File: src/rtl/interrupt_sequencer.sv
// -----------------------------------------------------------------------------
// interrupt_sequencer
//
// Producer-side controller for the decode/execute buffer. When an external
// interrupt rises, it drains the in-flight instructions, then injects two
// PUSH micro-ops that save the 32-bit return PC on the stack (high half first,
// then low half). Finally it redirects fetch to the interrupt vector. Its
// injected control/data are muxed over the normal decoder outputs by the
// parent using inject_valid.
//
// Ports:
//   clk            in   system clock, rising edge
//   rst            in   asynchronous reset, active-high
//   interrupt      in   external interrupt request (rising edge triggers)
//   stall          in   hazard-unit stall; freezes sequencer progress
//   branch_taken   in   execute stage redirects the PC this cycle
//   branch_target  in   redirect target, valid with branch_taken
//   pc_decode      in   PC of the instruction currently in decode
//   inject_valid   out  select inject_ctrl/inject_data at the D/E input
//   inject_ctrl    out  control bundle to inject (PUSH)
//   inject_data    out  value to push (drives readData1)
//   interrupt_out  out  drives the D/E buffer interrupt input
//   flush_fd       out  flush of the F/D buffer
//   hold_pc        out  freeze the fetch PC
//   pc_load        out  load pc_load_value into the PC
//   pc_load_value  out  new PC (always the interrupt vector)
//   busy           out  sequencer not idle
// -----------------------------------------------------------------------------
module interrupt_sequencer #(
  parameter int                CTRL_W       = 14,
  parameter int                PC_W         = 32,
  parameter int                DATA_W       = 16,
  parameter int                DRAIN_CYCLES = 2,
  parameter logic [CTRL_W-1:0] PUSH_CTRL    = 14'h0000,
  parameter logic [PC_W-1:0]   VECTOR_ADDR  = 32'h0000_0000
) (
  input  logic              clk,
  input  logic              rst,
  input  logic              interrupt,
  input  logic              stall,
  input  logic              branch_taken,
  input  logic [PC_W-1:0]   branch_target,
  input  logic [PC_W-1:0]   pc_decode,
  output logic              inject_valid,
  output logic [CTRL_W-1:0] inject_ctrl,
  output logic [DATA_W-1:0] inject_data,
  output logic              interrupt_out,
  output logic              flush_fd,
  output logic              hold_pc,
  output logic              pc_load,
  output logic [PC_W-1:0]   pc_load_value,
  output logic              busy
);

  typedef enum logic [2:0] {
    S_IDLE,
    S_DRAIN,
    S_PUSH_HI,
    S_PUSH_LO,
    S_VECTOR
  } state_t;

  state_t            state_q, state_d;
  logic              pending_q, pending_d;
  logic              irq_q, irq_d;
  logic [PC_W-1:0]   ret_pc_q, ret_pc_d;
  logic [2:0]        cnt_q, cnt_d;

  logic              inject_valid_q, inject_valid_d;
  logic [CTRL_W-1:0] inject_ctrl_q, inject_ctrl_d;
  logic [DATA_W-1:0] inject_data_q, inject_data_d;
  logic              interrupt_out_q, interrupt_out_d;
  logic              flush_fd_q, flush_fd_d;
  logic              hold_pc_q, hold_pc_d;
  logic              pc_load_q, pc_load_d;
  logic              busy_q, busy_d;

  logic              rise;

  assign rise = interrupt & ~irq_q;

  // Next-state logic. The pending flag is a single-entry request queue: a
  // request is consumed when service starts, so an edge arriving during
  // service is remembered and serviced once the sequencer is back in IDLE,
  // while any further edges before that point are dropped.
  always_comb begin
    state_d   = state_q;
    pending_d = pending_q | rise;
    irq_d     = interrupt;
    ret_pc_d  = ret_pc_q;
    cnt_d     = cnt_q;

    case (state_q)
      S_IDLE: begin
        if ((pending_q | rise) && !stall) begin
          ret_pc_d  = pc_decode;
          cnt_d     = 3'(DRAIN_CYCLES);
          pending_d = 1'b0;
          state_d   = S_DRAIN;
        end
      end
      S_DRAIN: begin
        // A redirect resolving while we drain is the true return address.
        if (branch_taken) begin
          ret_pc_d = branch_target;
        end
        if (!stall) begin
          cnt_d = cnt_q - 3'd1;
          if (cnt_q == 3'd1) begin
            state_d = S_PUSH_HI;
          end
        end
      end
      S_PUSH_HI: begin
        if (!stall) begin
          state_d = S_PUSH_LO;
        end
      end
      S_PUSH_LO: begin
        if (!stall) begin
          state_d = S_VECTOR;
        end
      end
      S_VECTOR: begin
        state_d = S_IDLE;
      end
      default: begin
        state_d = S_IDLE;
      end
    endcase
  end

  // Moore outputs decoded from the upcoming state so they can be registered
  // and still line up with the state they belong to. ret_pc only changes in
  // IDLE/DRAIN, so the pushed halves are stable throughout the push states.
  always_comb begin
    inject_valid_d  = (state_d == S_PUSH_HI) || (state_d == S_PUSH_LO);
    inject_ctrl_d   = inject_valid_d ? PUSH_CTRL : '0;
    inject_data_d   = '0;
    if (state_d == S_PUSH_HI) begin
      inject_data_d = ret_pc_d[PC_W-1:DATA_W];
    end else if (state_d == S_PUSH_LO) begin
      inject_data_d = ret_pc_d[DATA_W-1:0];
    end
    interrupt_out_d = inject_valid_d;
    flush_fd_d      = (state_d == S_DRAIN) || (state_d == S_VECTOR);
    hold_pc_d       = (state_d == S_DRAIN) || inject_valid_d;
    pc_load_d       = (state_d == S_VECTOR);
    busy_d          = (state_d != S_IDLE);
  end

  // All state and registered outputs; reset aborts any sequence in progress.
  always_ff @(posedge clk or posedge rst) begin
    if (rst) begin
      state_q         <= S_IDLE;
      pending_q       <= 1'b0;
      irq_q           <= 1'b0;
      ret_pc_q        <= '0;
      cnt_q           <= '0;
      inject_valid_q  <= 1'b0;
      inject_ctrl_q   <= '0;
      inject_data_q   <= '0;
      interrupt_out_q <= 1'b0;
      flush_fd_q      <= 1'b0;
      hold_pc_q       <= 1'b0;
      pc_load_q       <= 1'b0;
      busy_q          <= 1'b0;
    end else begin
      state_q         <= state_d;
      pending_q       <= pending_d;
      irq_q           <= irq_d;
      ret_pc_q        <= ret_pc_d;
      cnt_q           <= cnt_d;
      inject_valid_q  <= inject_valid_d;
      inject_ctrl_q   <= inject_ctrl_d;
      inject_data_q   <= inject_data_d;
      interrupt_out_q <= interrupt_out_d;
      flush_fd_q      <= flush_fd_d;
      hold_pc_q       <= hold_pc_d;
      pc_load_q       <= pc_load_d;
      busy_q          <= busy_d;
    end
  end

  assign inject_valid  = inject_valid_q;
  assign inject_ctrl   = inject_ctrl_q;
  assign inject_data   = inject_data_q;
  assign interrupt_out = interrupt_out_q;
  assign flush_fd      = flush_fd_q;
  assign hold_pc       = hold_pc_q;
  assign pc_load       = pc_load_q;
  assign busy          = busy_q;

  // The load target never changes, so it is simply tied to the vector.
  assign pc_load_value = VECTOR_ADDR;

endmodule

File: config.mk
export PLATFORM = sky130hd
export DESIGN_NAME = interrupt_sequencer
export DESIGN_NICKNAME = d
export VERILOG_FILES = /design/src/rtl/interrupt_sequencer.sv
export SDC_FILE = /design/constraint.sdc
export NUM_CORES = 1
export LEC_CHECK = 0
export CAP_MARGIN = 20
export CORE_ASPECT_RATIO = 2
export CORE_UTILIZATION = 40
export CTS_CLUSTER_DIAMETER = 60
export DETAILED_ROUTE_END_ITERATION = 10
export GPL_TIMING_DRIVEN = 0
export HOLD_SLACK_MARGIN = 0.05
export PLACE_DENSITY = 0.75
export SLEW_MARGIN = 20
export SYNTH_ARGS = -nofsm -noshare
export SYNTH_HDL_FRONTEND = slang
export SYNTH_SLANG_ARGS = --single-unit
File: constraint.sdc
create_clock -name clk -period 3.8 [get_ports clk]
set_input_delay 0.57 -clock clk [delete_from_list [all_inputs] [get_ports clk]]
set_output_delay 0.57 -clock clk [all_outputs]
set_load 0.01 [all_outputs]
# Yosys cells after proc, flatten, opt, wreduce, memory -nomap -nowiden
# Index checks and enable logic that the tools add are counted.
[totals] ff_bits=61 input_bits=69 out_inout_bits=68 wordCells=50
[classes] add_sub_neg=1 eq_ne=10 n_mux=16 bitwise_logic=3 reduce_logical=9
[ops] operator="$mux 32" n=2
[ops] operator="$pmux 32 s2" n=1
[ops] operator="$mux 16" n=2
[ops] operator="$mux 3" n=7
[ops] operator="$eq 3x2->1 const B" n=4
[ops] operator="$pmux 3 s4" n=1
[ops] operator="$eq 3x1->1 const B" n=3
[ops] operator="$pmux 3 s2" n=1
[ops] operator="$ne 2x2->1 const B" n=2
[ops] operator="$eq 3x3->1 const B" n=1
[ops] operator="$logic_not 3->1" n=1
[ops] operator="$logic_or 1x1->1" n=3
[ops] operator="$reduce_and 3->1" n=1
[ops] operator="$reduce_bool 3->1" n=1
[ops] operator="$sub 3x1->3 const B" n=1
[ops] operator="$mux 1" n=2
[ops] operator="$reduce_bool 2->1" n=1
[ops] operator="$and 1x1->1" n=1
[ops] operator="$logic_and 1x1->1" n=1
[ops] operator="$logic_not 1->1" n=1
[ops] operator="$not 1->1" n=1
[ops] operator="$or 1x1->1" n=1

# Longest topological paths before layout
# Gate-level depths: netlist (run 1).
[depth] ltp_word=9 depth_mapped=7 ltp_nobuf=6

# Least setup slack after synthesis (run 1)
# OpenSTA, ideal clock, no wires.
[synth_path] kind="input -> register" startpoint="input stall" endpoint="register inject_data_q[0], in the netlist inject_data[0]" setup_ns=0.121 arrival_ns=1.722 t_required_ns=3.679 setup_slack_ns=1.957 path_stages=7 n_path_buf=3 path_cell_list="buf_6 or3b_1 buf_6 buf_6 nand4b_1 nand4_2 a22o_1"
[synth_via] word_cells_on_any_way=13 cone_classes="eq/ne (2); mux (9); reduce/logical (2)"
[synth_rtl] element="start, declared" line_no="40" text="input logic stall,"
[synth_rtl] element="$logic_not 1->1"
[synth_rtl] element="$logic_and 1x1->1" line_no="95" text="if ((pending_q | rise) && !stall) begin"
[synth_rtl] element="$mux 32" line_no="95"
[synth_rtl] element="$pmux 32 s2" line_no="93" text="case (state_q)"
[synth_rtl] element="net ret_pc_d[0]" line_no="66" text="logic [PC_W-1:0] ret_pc_q, ret_pc_d;"
[synth_rtl] element="$mux 16" line_no="142" text="end else if (state_d == S_PUSH_LO) begin"
[synth_rtl] element="$mux 16" line_no="140" text="if (state_d == S_PUSH_HI) begin"
[synth_rtl] element="net inject_data_d[0]" line_no="71" text="logic [DATA_W-1:0] inject_data_q, inject_data_d;"
[synth_rtl] element="end signal, assigned" line_no="176" text="inject_data_q <= inject_data_d;"
[synth_rtl] element="end, declared" line_no="71"
# The timed path passes the listed nets, and every way through them passes these cells.
# A chain may end at the register's enable or synchronous reset.

# Worst setup path in the final report (run 1)
[layout_path] startpoint="input interrupt" endpoint="register inject_data_q[10], in the netlist inject_data[10]"
[layout_via] word_cells_on_any_way=11 cone_classes="eq/ne (2); mux (6); bitwise (2); reduce/logical (1)"
[layout_rtl] element="start, declared" line_no="39" text="input logic interrupt,"
[layout_rtl] element="$and 1x1->1" line_no="80" text="assign rise = interrupt & ~irq_q;"
[layout_rtl] element="$or 1x1->1" line_no="95"
[layout_rtl] element="$logic_and 1x1->1" line_no="95"
[layout_rtl] element="$mux 32" line_no="95"
[layout_rtl] element="$pmux 32 s2" line_no="93"
[layout_rtl] element="net ret_pc_d[10]" line_no="66"
[layout_rtl] element="$mux 16" line_no="142"
[layout_rtl] element="$mux 16" line_no="140"
[layout_rtl] element="net inject_data_d[10]" line_no="71"
# The timed path passes the listed nets, and every way through them passes these cells.

==> impl_metrics.toml, run 1 <==
[run_status]
status = "complete, no violations"

[routing]
routedWlPerCell_um = 18.4
via_per_inst = 5.55
dr.first_iter.drc_count = 356
wl_um = 13500
antenna_left = 0
remaining_drc_errors = 0
first_pass_iters = 6
vias = 4075

[critical_path]
reg2reg_depth = 6
cp_max_fo = 10
end_kind = "flop"
reg2reg_slack_ns = 1.78
rr_startpoint = "state_q[2]"
crit_arrival_ns = 2.33
path_class = "in2reg"
cp.required_ns = 4.02
critPathLaunchType = "input port"
r2r-end = "inject_data[15]"

[timing]
min_period_ns = 2.12
relSlewSlack_pct = 63.8
finClkSkew_ns = 0.00789
drv_slew = 0
post-route-period-util_pct = 55.7
fin_tns_setup_ns = 0
rsz0062_at_grt = "no"
setup_viol_count_final = 0
max_freq_mhz = 472
whs_ns = 0.525
hold_viol = 0
worst_pin_slew_ns = 0.543

[synth]
synth_cells = 450
synth-async-reset-ratio_pct = 100
synthesis.area_um2 = 4250
yosysTopAreaCellShare_pct = 35.9
avgSynthCellArea_um2 = 9.44
ys_types = 39
yosysSeqAreaShare_pct = 35.9
synthFlopType = "dfrtp_1"
yosysWarningCount = 0
synth_top_area_cell = "dfrtp_1"
synth-seq-cells = 61
synth_area_leaders = "dfrtp_1 36%, buf_4 8.3%, nand4b_1 6.4%"
synth_enable_flop_cells = 0

[floorplan]
pin_count = 137
die-area_um2 = 11100
row_count = 52
die_h_um = 148
start_util_pct = 41.6
fp.coreArea_um2 = 10200
die-width_um = 74.9

[power]
leakage_uw = 0.00241
pwr-share-comb_pct = 44.3
power.switching_uw = 1300
seq_power_share_pct = 31.2
ir_drop_uv = 373
power_frac_clock_pct = 24.5
switching_share_pct = 38.7
power.density_nw_per_um2 = 580
intPower_uw = 2060

[placement]
post-dp-hpwl_um = 10100
gp_congestion = 0.881
port_buffers = 88

[grt]
grt_pass1_vias = 4132
grt_pass1_wl_um = 21000
grt_usage_pct = 25.6
grt_max_degree = 47
antenna_found_initial = 0
grt_overflow = 0

[cts]
cts_sinks = 61
clockBufferDepth = 2
cts_resized = 0
cts_tree = "done"
cts_buffers = 9
clkLatencyLatePin_ns = 0.33
clk_pin_slew_worst_paths_ns = 0.05
htreeDepth = 3
cts_setup_buffers = 0
root_buffer = "clkbuf_16"
hold_buffers = 0

[finish]
drive_gt1_share_pct = 18.7
syn2layout_area_growth_pct = 36.5
fin_nets = 666
diodes = 0

[run]
maxCapViolCount = 0

[worst_hold_path]
hold_path.class = "in2async"
[logic make-up (layout without fill, tap and decap cells)]
| logic type | after synthesis | count (layout) | share of synthesized area [%] |
|---|---|---|---|
| AND/OR/NAND/NOR | 189 | 189 | 33.5 |
| buffers and inverters | 104 | 208 | 14.9 |
| AO/OA/AOI/OAI | 93 | 93 | 14.9 |
| flip-flops | 61 | 61 | 35.9 |
| adder cells (fa/ha/maj) | 2 | 2 | 0.589 |
| other | 1 | 46 | 0.0883 |
[per-stage QoR]
stage / setup WS (ns) / std cells / utilization, % / cell area (um2) / power [uW]
2_1_floorplan: 1.72 / 495 / - / 4420 / 1980
3_3_place_gp: 0.566 / 718 / 53.5 / 5470 / 2450
3_5_place_dp: 1.37 / 719 / 53.8 / 5500 / 2510
4_1_cts: 1.71 / 734 / 56.7 / 5800 / 3350
5_1_grt: 1.60 / 734 / 56.7 / 5800 / 3550
6_report: 1.68 / 734 / 56.7 / 5800 / 3360
[layout make-up]
| class | instances | area, um2 |
|---|---|---|
| multi-input cells | 330 | 2250 |
| clock buffers | 11 | 253 |
| inverters | 7 | 28.8 |
| clock inverters | 4 | 47.5 |
| flip-flops and latches | 61 | 1530 |
| fillers | 921 | 4420 |
| well taps | 135 | 169 |
| repair buffers | 89 | 908 |
| plain buffers | 97 | 608 |
[worst max path at each step]
stage                         start              end  slack, ns  depth (start not counted)
after floorplan                 rst             busy       1.72                          1
after global placement          rst   inject_data[6]       0.57                          2
after detailed placement  interrupt  inject_data[10]       1.37                          7
after CTS                 interrupt  inject_data[10]       1.71                          7
after global routing      interrupt   inject_data[5]       1.60                          7
final                     interrupt  inject_data[10]       1.68                          7
[sequential cells by signal, indices dropped and copies added, names as in the netlist]
name	count
ret_pc_q	32
inject_data	16
cnt_q	3
state_q	3
busy	1
flush_fd	1
hold_pc	1
interrupt_out	1
irq_q	1
pc_load	1
pending_q	1
[cells in the mapped netlist, types with 2 or more instances]
| master | number |
|---|---|
| dfrtp_1 | 61 |
| buf_4 | 47 |
| nand2_1 | 39 |
| nor2b_1 | 37 |
| o21ai_0 | 35 |
| o211ai_1 | 32 |
| nand4b_1 | 31 |
| clkbuf_1 | 30 |
| nor4bb_1 | 22 |
| nand4_1 | 19 |
| a22o_1 | 16 |
| nand4_2 | 13 |
| and4bb_2 | 11 |
| buf_2 | 11 |
| buf_6 | 7 |
| inv_1 | 7 |
| nand2b_1 | 4 |
| a21oi_1 | 3 |
| nor2_1 | 3 |
| ha_1 | 2 |
| nor3b_1 | 2 |
[critical path, stage by stage]
cell and delay, ns:
clkdlybuf4s50_1 0.42, nor2b_1 0.13, buf_2 0.18, clkbuf_1 0.28
o211ai_1 0.27, nand4_2 0.22, a22o_1 0.26
[routing by layer]
| metal | GRT usage [%] | vias up | share of wire, % |
|---|---|---|---|
| li1 | - | 1854 | - |
| met1 | 26.3 | 1959 | 34 |
| met2 | 45.0 | 199 | 54 |
| met3 | 4.16 | 63 | 5.3 |
| met4 | 18.1 | 0 | 6.7 |
| met5 | 0 | - | 0 |
[power by group through the flow]
stage / registers (uW) / logic, uW / clock network (uW)
3_5_place_dp: 1050 / 1460 / 0
6_report: 1050 / 1490 / 823
4_1_cts: 1040 / 1470 / 838
5_1_grt: 1080 / 1610 / 862
2_1_floorplan: 1030 / 952 / 0
3_3_place_gp: 1030 / 1420 / 0
[cell usage in the layout (no fill, tap or decap), types with 2 or more instances in the layout]
cell             count
buf_6                7
nand2b_1             4
nor3b_1              2
clkbuf_1            30
buf_2               11
dfrtp_1             61
clkinv_2             2
and4bb_2            11
inv_1                6
a21oi_1              3
clkbuf_16            9
nor2_1               3
nand4b_1            31
a22o_1              16
clkdlybuf4s50_1     88
o211ai_1            32
buf_4               47
nor2b_1             37
ha_1                 2
clkbuf_8             2
nor4bb_1            22
nand4_2             13
nand4_1             19
conb_1              46
o21ai_0             35
nand2_1             39
(Power assumes the default switching activity.)
==> run 2, diff against run 1 <==
PLACE_DENSITY = 0.78   (was 0.75)
clock period = 1.7 ns   (was 3.8 ns; I/O delays follow)
==> impl_metrics.toml, run 2 (synthesized netlist as in run 1, its figures left out) <==
[cts]
hold_buffers = 0
cts_tree = "done"
cts_buffers = 9
clkLatencyLatePin_ns = 0.34
cts_sinks = 61
root_buffer = "clkbuf_16"
htreeDepth = 3
clockBufferDepth = 2
clk_pin_slew_worst_paths_ns = 0.06

[critical_path]
crit_chain = "buf_2 -> nand2b_1 -> buf_2 -> nand4b_1 -> nand4_2 -> a22o_4"
cp_max_fo = 10
crit_arrival_ns = 2.01
cp_num_buf_inv = 2
path_common_cell = "buf_2"
path_class = "reg2reg"
crit_family = "simple AND/OR/NAND/NOR gates"
critPathLaunchType = "flop"
end_kind = "flop"
cp.required_ns = 1.92
cp_slowest_cell = "dfrtp_1"
slowest_delay_ns = 0.35

[finish]
multi_input_area_um2 = 2330
regMostFlops = "ret_pc_q"
layout_common_cells = "87 x clkdlybuf4s50_1, 65 x buf_4, 59 x dfrtp_1"
register_area_um2 = 1530
final_core_util_pct = 60.4
largest_reg_flops = 32
fin_cells = 756
syn2layout_area_growth_pct = 45.2
fillerInstances = 856
diodes = 0
drive_gt1_share_pct = 26.2
final_common_cell = "clkdlybuf4s50_1"
fin_nets = 687

[timing]
hold_viol = 0
rsz0062_at_grt = "yes"
finClkSkew_ns = 0.00439
post-route-period-util_pct = 105
max_freq_mhz = 561
setup_viol_count_final = 6
fin_tns_setup_ns = -0.213
whs_ns = 0.141
drv_slew = 0
fin_ws_ns = -0.0820
relSlewSlack_pct = 65.0
min_period_ns = 1.78
worst_pin_slew_ns = 0.525

[routing]
wl_um = 14200
vias = 4319
dr.first_iter.drc_count = 412
remaining_drc_errors = 0
routedWlPerCell_um = 18.8
via_per_inst = 5.71
first_pass_iters = 5
antenna_left = 0

[placement]
port_buffers = 88
dp_cells = 720
gp_congestion = 0.904
post-dp-hpwl_um = 10100

[floorplan]
die_h_um = 148
start_util_pct = 41.6
die-area_um2 = 11100
row_count = 52
die-width_um = 74.9
fp.coreArea_um2 = 10200
pin_count = 137

[grt]
antenna_found_initial = 0
grt_usage_pct = 26.3
grt_pass1_vias = 4238
grt_max_degree = 34
grt_pass1_wl_um = 21600
grt_overflow = 0

[run_status]
status = "complete, but fails checks"
violations = "setup timing"

[power]
leakage_uw = 0.00261
fin_total_pwr_uw = 8170
ir_drop_uv = 658
power.density_nw_per_um2 = 1330

[run]
maxCapViolCount = 0

[worst_hold_path]
hold_path.class = "in2async"
run 2: report_power, final:
group	leakage, uW	total (uW)	internal (uW)	switching [uW]
Clock	0.000138	1840	1140	701
Sequential	0.000763	2380	2000	384
Combinational	0.00171	3950	1840	2110
run 2: what timing repair did:
| action | 4_1_cts | 5_1_grt |
|---|---|---|
| pin swaps | 8 | 17 |
| gates cloned | 1 | 2 |
| resized for setup | 34 | 44 |
| buffers inserted | 7 | 11 |
| setup endpoints to repair | 42 | 22 |
run 2: worst paths after layout:
check / start / endpoint / slack (ns) / cells after the start
setup / recovery: pending_q / inject_data[9] / -0.08 / 6
hold / removal: rst / ret_pc_q[0] / 0.14 / 2
setup reg to reg: pending_q / inject_data[9] / -0.08 / 6
hold reg to reg: cnt_q[2] / cnt_q[2] / 0.54 / 2
max in group asynchronous: rst / cnt_q[0] / 0.96 / 4
min in group clk: interrupt / irq_q / 0.18 / 1
run 2: final cells by class:
class                   count  area share [%]
repair buffers            111            18.0
multi-input cells         330            37.8
clock buffers               9            3.65
well taps                 135            2.74
clock inverters             7            1.22
plain buffers              96            11.3
flip-flops and latches     61            24.8
inverters                   7           0.487
run 2: per-stage QoR:
stage / worst slack (ns) / cell area, um2
2_1_floorplan: 0.113 / 4420
3_3_place_gp: -0.408 / 5470
3_5_place_dp: -0.451 / 5510
4_1_cts: -0.00533 / 5950
5_1_grt: -0.0867 / 6170
6_report: -0.0820 / 6170
run 2: routing by layer:
| layer | track usage [%] | wire, um | share of wire (%) | vias up |
|---|---|---|---|---|
| met5 | 0 | 0 | 0 | - |
| met4 | 15.3 | 964 | 6.8 | 0 |
| met3 | 4.29 | 1020 | 7.1 | 78 |
| met2 | 47.4 | 7630 | 54 | 307 |
| met1 | 27.2 | 4630 | 33 | 2033 |
| li1 | - | - | - | 1901 |
==> run 3, diff against run 2 <==
CTS_CLUSTER_SIZE = 25   (was not set)
MAX_ROUTING_LAYER = met4   (was not set)
==> impl_metrics.toml, run 3 (synthesized netlist as in run 1, its figures left out) <==
[timing]
setup_viol_count_final = 7
fin_ws_ns = -0.0374
rsz0062_at_grt = "yes"
max_freq_mhz = 576
worst_pin_slew_ns = 0.714
post-route-period-util_pct = 102
fin_tns_setup_ns = -0.109
whs_ns = 0.203
drv_slew = 0
hold_viol = 0
min_period_ns = 1.74
relSlewSlack_pct = 52.3
finClkSkew_ns = 0.00703

[critical_path]
cp_num_buf_inv = 2
slowest_delay_ns = 0.39
cp_slowest_cell = "or3b_1"
crit_arrival_ns = 1.96
cp.required_ns = 1.92
crit_family = "simple AND/OR/NAND/NOR gates"
cp_max_fo = 6
path_class = "reg2reg"
crit_chain = "or3b_1 -> buf_6 -> buf_8 -> nand4b_1 -> nand4_2 -> a22o_4"
critPathLaunchType = "flop"
end_kind = "flop"

[cts]
root_buffer = "clkbuf_16"
cts_buffers = 9
clockBufferDepth = 2
cts_sinks = 61
htreeDepth = 3
clk_pin_slew_worst_paths_ns = 0.06
clkLatencyLatePin_ns = 0.33
cts_tree = "done"

[grt]
top_usage_layer = "met2"
grt_pass1_wl_um = 21400
grt_overflow = 0
met1_usage_pct = 26.6
grt_use_met2_pct = 45.0
antenna_found_initial = 0
grt_usage_pct = 26.9
grt_max_degree = 33
grt.met3_usage_pct = 4.70
grt_pass1_vias = 4301

[worst_hold_path]
hold_path.class = "in2reg"

[placement]
post-dp-hpwl_um = 10100
port_buffers = 88
gp_congestion = 0.918
dp_cells = 719

[finish]
fin_nets = 684
final_common_cell = "clkdlybuf4s50_1"
drive_gt1_share_pct = 25.6
largest_reg_flops = 32
syn2layout_area_growth_pct = 45.4
layout_common_cells = "87 x clkdlybuf4s50_1, 66 x buf_4, 59 x dfrtp_1"
final_core_util_pct = 60.5
regMostFlops = "ret_pc_q"
fin_cells = 753
diodes = 0

[routing]
dr.first_iter.drc_count = 342
wl_um = 14000
via_per_inst = 5.74
antenna_left = 0
first_pass_iters = 5
vias = 4324
routedWlPerCell_um = 18.6
remaining_drc_errors = 0

[power]
leakage_uw = 0.00262
ir_drop_uv = 853
fin_total_pwr_uw = 8450
power.density_nw_per_um2 = 1370

[floorplan]
pin_count = 137
die-width_um = 74.9
die-area_um2 = 11100
row_count = 52
start_util_pct = 41.6
die_h_um = 148
fp.coreArea_um2 = 10200

[run_status]
status = "complete, but fails checks"
violations = "setup timing"

[run]
maxCapViolCount = 0
-- run 3: cell types whose count changed in the layout (fill, tap and decap cells not counted), moves of 3 or more --
cell | previous run | this run
o21ai_1 | 5 | 2
clkbuf_8 | 2 | 5
buf_6 | 15 | 10
clkinvlp_4 | 4 | 1
-- run 3: worst register-to-register path, delay by kind of cell (launching register included) --
kind                   cells  cell delay, ns
buffers and inverters      2            0.29
AOI/OAI and AO/OA          1            0.31
DFF                        1            0.37
and+or+nand+nor            3            0.67
-- run 3: routing by layer --
metal	routed length, um	share of wire (%)
met2	7340	52
met5	0	0
met1	4560	33
met3	941	6.7
met4	1180	8.4
-- run 3: worst paths after layout --
path / from / endpoint / slack, ns / cells past startpoint
worst max-delay path: irq_q / inject_data[9] / -0.04 / 6
worst min-delay path: interrupt / irq_q / 0.20 / 1
worst max register to register: irq_q / inject_data[9] / -0.04 / 6
worst min register to register: cnt_q[2] / cnt_q[2] / 0.54 / 2
max in group asynchronous: rst / inject_data[4] / 0.71 / 3
min in group asynchronous: rst / ret_pc_q[0] / 0.38 / 2
-- run 3: report_power, final --
group,internal (uW),switching [uW]
Clock,1550,656
Sequential,2000,372
Combinational,1780,2090
Total,5330,3120
-- run 3: stage by stage --
stage / setup WS, ns / area [um2]
5_1_grt: -0.0677 / 6180
3_3_place_gp: -0.426 / 5470
3_5_place_dp: -0.432 / 5490
2_1_floorplan: 0.113 / 4420
4_1_cts: -0.0248 / 5990
6_report: -0.0374 / 6180
-- run 3: layout make-up --
class / count / area [um2]
Clock inverter: 3 / 90.1
Buffer: 96 / 698
Tap cell: 135 / 169
Inverter: 7 / 30.0
Fill cell: 843 / 4040
Clock buffer: 13 / 270
Multi-Input combinational cell: 330 / 2320
Timing Repair Buffer: 108 / 1070
Sequential cell: 61 / 1530
-- run 3: timing repair --
item	CTS	global route
resized for setup	35	38
hold buffers	0	0
setup buffers	7	9
setup endpoints to repair	44	21
cloned	1	2
pin swaps	8	18
==> patch 1 (config.mk and constraints of run 3) <==
`CTRL_W`: 14 -> 18.
--- a/src/rtl/interrupt_sequencer.sv
+++ b/src/rtl/interrupt_sequencer.sv
@@ -27,7 +27,7 @@
 //   busy           out  sequencer not idle
 // -----------------------------------------------------------------------------
 module interrupt_sequencer #(
-  parameter int                CTRL_W       = 14,
+  parameter int                CTRL_W       = 18,
   parameter int                PC_W         = 32,
   parameter int                DATA_W       = 16,
   parameter int                DRAIN_CYCLES = 2,
Ports: changed (resized inject_ctrl); port bits go from 137 to 141. No check against the original RTL was run, so the function may have changed too.
==> patch 1 against run 3 <==
- the flow still finishes with violations (negative setup slack)
- clock power is 16% lower
- die area rose by 0.70%
- total power down 5.5%
- via count fell by 1.4%
- count of clock-buffer cells in the layout down 3
- sequential cell count did not move
- global-route usage is 0.080 points higher
- wire length rose by 1.2%
- synthesized area up 0.71%
- clock skew down 2.1 ps
- setup slack got worse by 1.6 ps
- final area fell by 0.75%
- fmax about the same
==> patch 1: results (changes against run 3) <==
Yosys
  – Most frequent cells after synthesis: 61 x dfrtp_1, 51 x buf_4, 39 x nand2_1 (was 61 x dfrtp_1, 47 x buf_4, 39 x nand2_1)
  – Post-synthesis adder-cell area fraction: 0.585% (was 0.589%)
  – Post-synthesis sequential area ratio: 35.7% (was 35.9%)
  – Largest cells by area after synthesis: dfrtp_1 36%, buf_4 9.0%, nand4b_1 6.3% (was dfrtp_1 36%, buf_4 8.3%, nand4b_1 6.4%)
  – Compound-Gate Fraction of Synth Area: 14.8% (was 14.9%)

Critical path
  – Worst-path cell with the longest stage delay: dfrtp_1 (was or3b_1)

Global route
  – GR Util All Layers: 27.0% (was 26.9%)
  – Vias in the first global route: 4,189 (was 4,301)
  – First-pass GRT wire length: 21,600 um (was 21,400 um)

Routing
  – Vias: 4,264 (was 4,324)
  – DRT iter0 DRCs: 440 (was 342)
  – Average wire per standard cell: 18.7 um (was 18.6 um)

Run status
  – Failing checks: negative setup slack (unchanged)
  – Status: finished, violations left (unchanged)

Finish
  – Nets: 688 (was 684)

Timing
  – Clk_skew: 4.97 ps (was 7.03 ps)
  – Worst Tran Pin Value: 526 ps (was 714 ps)
  – PnR worst setup slack: -39.1 ps (was -37.4 ps)
  – Setup TNS Final: -70.5 ps (was -109 ps)
  – Final setup viols: 5 (was 7)

Placement
  – Pre-CTS setup slack: -455 ps (was -432 ps)
  – Placed inst area: 5560 sq um (was 5490 sq um)
  – Hpwl dp: 10,200 um (was 10,100 um)

Power
  – Leakage power total: 2.60 nW (was 2.62 nW)
  – Max IR drop VDD: 652 uV (was 853 uV)
[patch 1: per-layer routing]
| metal | vias up | wire length (um) | GRT usage, % |
|---|---|---|---|
| met2 | 267 | 7580 | 46.8 |
| li1 | 1906 | - | - |
| met4 | 0 | 932 | 16.6 |
| met1 | 2020 | 4740 | 26.8 |
| met5 | - | 0 | - |
| met3 | 71 | 940 | 4.88 |
[patch 1: cell type report]
class	instances	area [sq um]	area share (%)
inverter	7	30.0	0.490
buffer	100	719	11.7
timing repair buffer	104	1040	17.0
tap	137	171	2.80
sequential	61	1530	24.9
clock inverter	6	62.6	1.02
multi-input combinational	334	2340	38.1
clock buffer	10	239	3.90
[patch 1: repair_timing]
action                                 4_1_cts  5_1_grt
setup buffers                                7        5
setup endpoints to repair                   43       20
pin swaps                                    6       10
endpoints found under the hold margin        0        0
gates resized for setup                     39       34
cloned                                       1        1
[patch 1: stage by stage]
step	instances	power (mW)	hold WS, ps
6_report	759	7.99	192
5_1_grt	759	8.34	205
4_1_cts	753	7.71	199
3_5_place_dp	730	5.63	519
3_3_place_gp	728	5.48	495
2_1_floorplan	503	4.44	286
[patch 1: where the power goes]
part / switching, mW / leakage, nW / internal, mW / total, mW
combinational: 2.06 / 1.69 / 1.72 / 3.77
clock: 0.683 / 0.140 / 1.17 / 1.85
sequential: 0.362 / 0.763 / 2.00 / 2.36
[patch 1: worst paths after layout]
path                            from             end  slack (ps)
min in group asynchronous        rst     ret_pc_q[9]         240
max                            irq_q  inject_data[9]         -40
min                        interrupt           irq_q         190
min reg2reg                 cnt_q[2]        cnt_q[2]         540
max reg2reg                    irq_q  inject_data[9]         -40
max in group asynchronous        rst    ret_pc_q[23]         810
[patch 1: critical path: cells and delay by family, from the launching register on]
family | cells | cell delay (ps)
flip-flops | 1 | 380
buffers and inverters | 2 | 290
AND/OR/NAND/NOR | 3 | 680
AO/OA/AOI/OAI | 1 | 280
[patch 1: kinds of logic (layout without fill, tap and decap cells)]
family / after synthesis / after routing
AO/OA/AOI/OAI: 93 / 93
adder cells (fa/ha/maj): 2 / 2
buffers and inverters: 108 / 227
flip-flops: 61 / 61
other: 1 / 50
AND/OR/NAND/NOR: 189 / 189
==> patch 2 (config.mk and constraints of run 3) <==
Without the edit above. Re-encode `state_t` (5 states) as one-hot, 5 bits wide.
--- a/src/rtl/interrupt_sequencer.sv
+++ b/src/rtl/interrupt_sequencer.sv
@@ -52,12 +52,12 @@
   output logic              busy
 );
 
-  typedef enum logic [2:0] {
-    S_IDLE,
-    S_DRAIN,
-    S_PUSH_HI,
-    S_PUSH_LO,
-    S_VECTOR
+  typedef enum logic [4:0] {
+    S_IDLE    = 5'b00001,
+    S_DRAIN   = 5'b00010,
+    S_PUSH_HI = 5'b00100,
+    S_PUSH_LO = 5'b01000,
+    S_VECTOR  = 5'b10000
   } state_t;
 
   state_t            state_q, state_d;
Behaviour: same outputs for any inputs over 10 cycles, from zero or initial values and one cycle with rst high; not proved beyond that.
==> patch 2 against run 3 <==
- the flow still finishes with violations (negative setup slack)
- setup slack worse by 360 ps
- hold slack gained 160 ps
- fmax decreased by 17%
- final area decreased by 22%
- critical endpoint is now inject_data[7]
- synthesized area down 31%
- sequential power fell by 9.3%
- sequential cell count grew 2
- utilization is 8.6 points higher
- wire length fell by 42%
- total power decreased by 25%
- combinational power down 40%
==> patch 2: results (changes against run 3) <==
Finish
  – # diodes: 0 (unchanged)
  – Reg with most FFs: ret_pc_q (unchanged)
  – Nets: 486 (was 684)
  – Layout cells sized above 1: 26.9% (was 25.6%)
  – Finished Layout Cells: 510 (was 753)

Power
  – Max IR drop VDD: 658 uV (was 853 uV)
  – Leakage power total: 2.49 nW (was 2.62 nW)

Clock network
  – Register clock-pin slew on the reported worst setup and hold paths: 50 ps

Timing
  – Slew headroom: 56.4% (was 52.3%)
  – Final setup viols: 57 (was 7)
  – PnR worst setup slack: -401 ps (was -37.4 ps)
  – Hold_ws: 365 ps (was 203 ps)

Yosys
  – Largest cells by area after synthesis: dfrtp_1 53%, a22o_1 14%, buf_4 12% (was dfrtp_1 36%, buf_4 8.3%, nand4b_1 6.4%)
  – Most frequent cells after synthesis: 62 x dfrtp_1, 48 x a22o_1, 47 x buf_4 (was 61 x dfrtp_1, 47 x buf_4, 39 x nand2_1)
  – Post-synthesis sequential area ratio: 53.9% (was 35.9%)
  – Mean Syn Cell Area: 11.8 sq um (was 9.44 sq um)
  – Cell variety after synth: 30 (was 39)

Critical path
  – Worst EP arrival: 2310 ps (was 1960 ps)
  – Crit Path Max Fanout: 6 (unchanged)
  – Worst flop-to-flop path endpoint: inject_data[7] (was inject_data[9])
  – Worst r2r src: state_q[1] (was irq_q)
  – FF-to-FF path depth: 7 (was 6)

Routing
  – Final WL: 8140 um (was 14,000 um)
  – Pre-Repair DR Iteration Count: 6 (was 5)
  – DR vias/cell: 4.76 (was 5.74)
  – M1 WL: 2770 um (was 4560 um)
  – Met3 WL post-DR: 403 um (was 941 um)
  – Metal2 WL: 4750 um (was 7340 um)
  – DRT iter0 DRCs: 68 (was 342)

Run status
  – Failing checks: negative setup slack (unchanged)
  – Status: finished, violations left (unchanged)

Placement
  – Inst Count DP: 474 (was 719)
  – Hpwl dp: 5480 um (was 10,100 um)
  – GPL Wtd Cong: 0.841 (was 0.918)
  – Port Buf Inserts: 90 (was 88)

Global route
  – First-pass GRT wire length: 11,500 um (was 21,400 um)
  – GR Util All Layers: 20.8% (was 26.9%)
  – Vias in the first global route: 2,409 (was 4,301)
  – Largest net degree at the start of global routing: 35 (was 33)

Hold path
  – Hold Crit Class: in2async (was in2reg)
## patch 2: cell count changes in the layout (fill, tap and decap cells not counted), sizes merged, moves of 31 or more
cell | before | now
a21o | 1 | 32
a22o | 16 | 48
nand4 | 32 | 0
nand2 | 39 | 3
o21ai | 36 | 1
nand4b | 32 | 0
o211ai | 32 | 0
nor2b | 37 | 2
## patch 2: what timing repair did
action                     in CTS  in global routing
pin swaps                       3                 29
setup buffers                   7                 11
gates resized for setup        19                 27
cloned                          0                  4
setup endpoints to repair      59                 60
## patch 2: stage by stage
stage	util (%)	setup TNS, ps	instance area, sq um	total power, mW	setup WS [ps]
global placement	59.2	-55360	4140	3.86	-1240
floorplan	-	-11410	3130	3.35	-329
global route	69.1	-18300	4830	6.62	-468
finish	69.1	-14760	4830	6.34	-401
CTS	65.5	-14760	4580	5.94	-405
detailed placement	59.6	-56400	4170	3.94	-1120
## patch 2: worst max-delay path, cell delays in order, from the launching register on
cell and delay, ps:
dfrtp_1 410, or4_4 590, a211oi_4 220, buf_6 150, nor2_4 60, buf_6 150
a21o_1 170, a22o_1 230
## patch 2: final cells by class
cell class	instances	area [sq um]
clock buffers	13	270
multi-input cells	166	1190
plain buffers	58	465
repair buffers	112	1160
flip-flops and latches	63	1580
clock inverters	3	40.0
inverters	5	22.5
fillers	534	2160
well taps	90	113
## patch 2: power breakdown
group	total [mW]	internal (mW)	switching, mW
registers	2.15	1.97	0.179
logic	2.34	1.30	1.04
clock network	1.86	1.25	0.608
## patch 2: how the worst max path moves through the flow
stage / from / endpoint / cells after the start
4_1_cts: state_q[1] / inject_data[8] / 7
3_5_place_dp: stall / inject_data[9] / 7
5_1_grt: state_q[1] / inject_data[8] / 7
2_1_floorplan: state_q[2] / inject_data[7] / 6
6_report: state_q[1] / inject_data[7] / 7
3_3_place_gp: stall / inject_data[1] / 7
## patch 2: kinds of logic after synthesis
logic type,synth area share [%]
flops,53.9
mux,0.385
other cells,0.128
compound gates,24.7
buf+inv,14.4
fa+ha+maj,0.855
xor+xnor,0.299
simple gates,5.26
## patch 2: metal layers
metal	global-route usage [%]	vias up
met3	4.15	17
met2	38.9	113
li1	-	1136
met1	19.5	1161
met4	11.6	0
met5	-	-
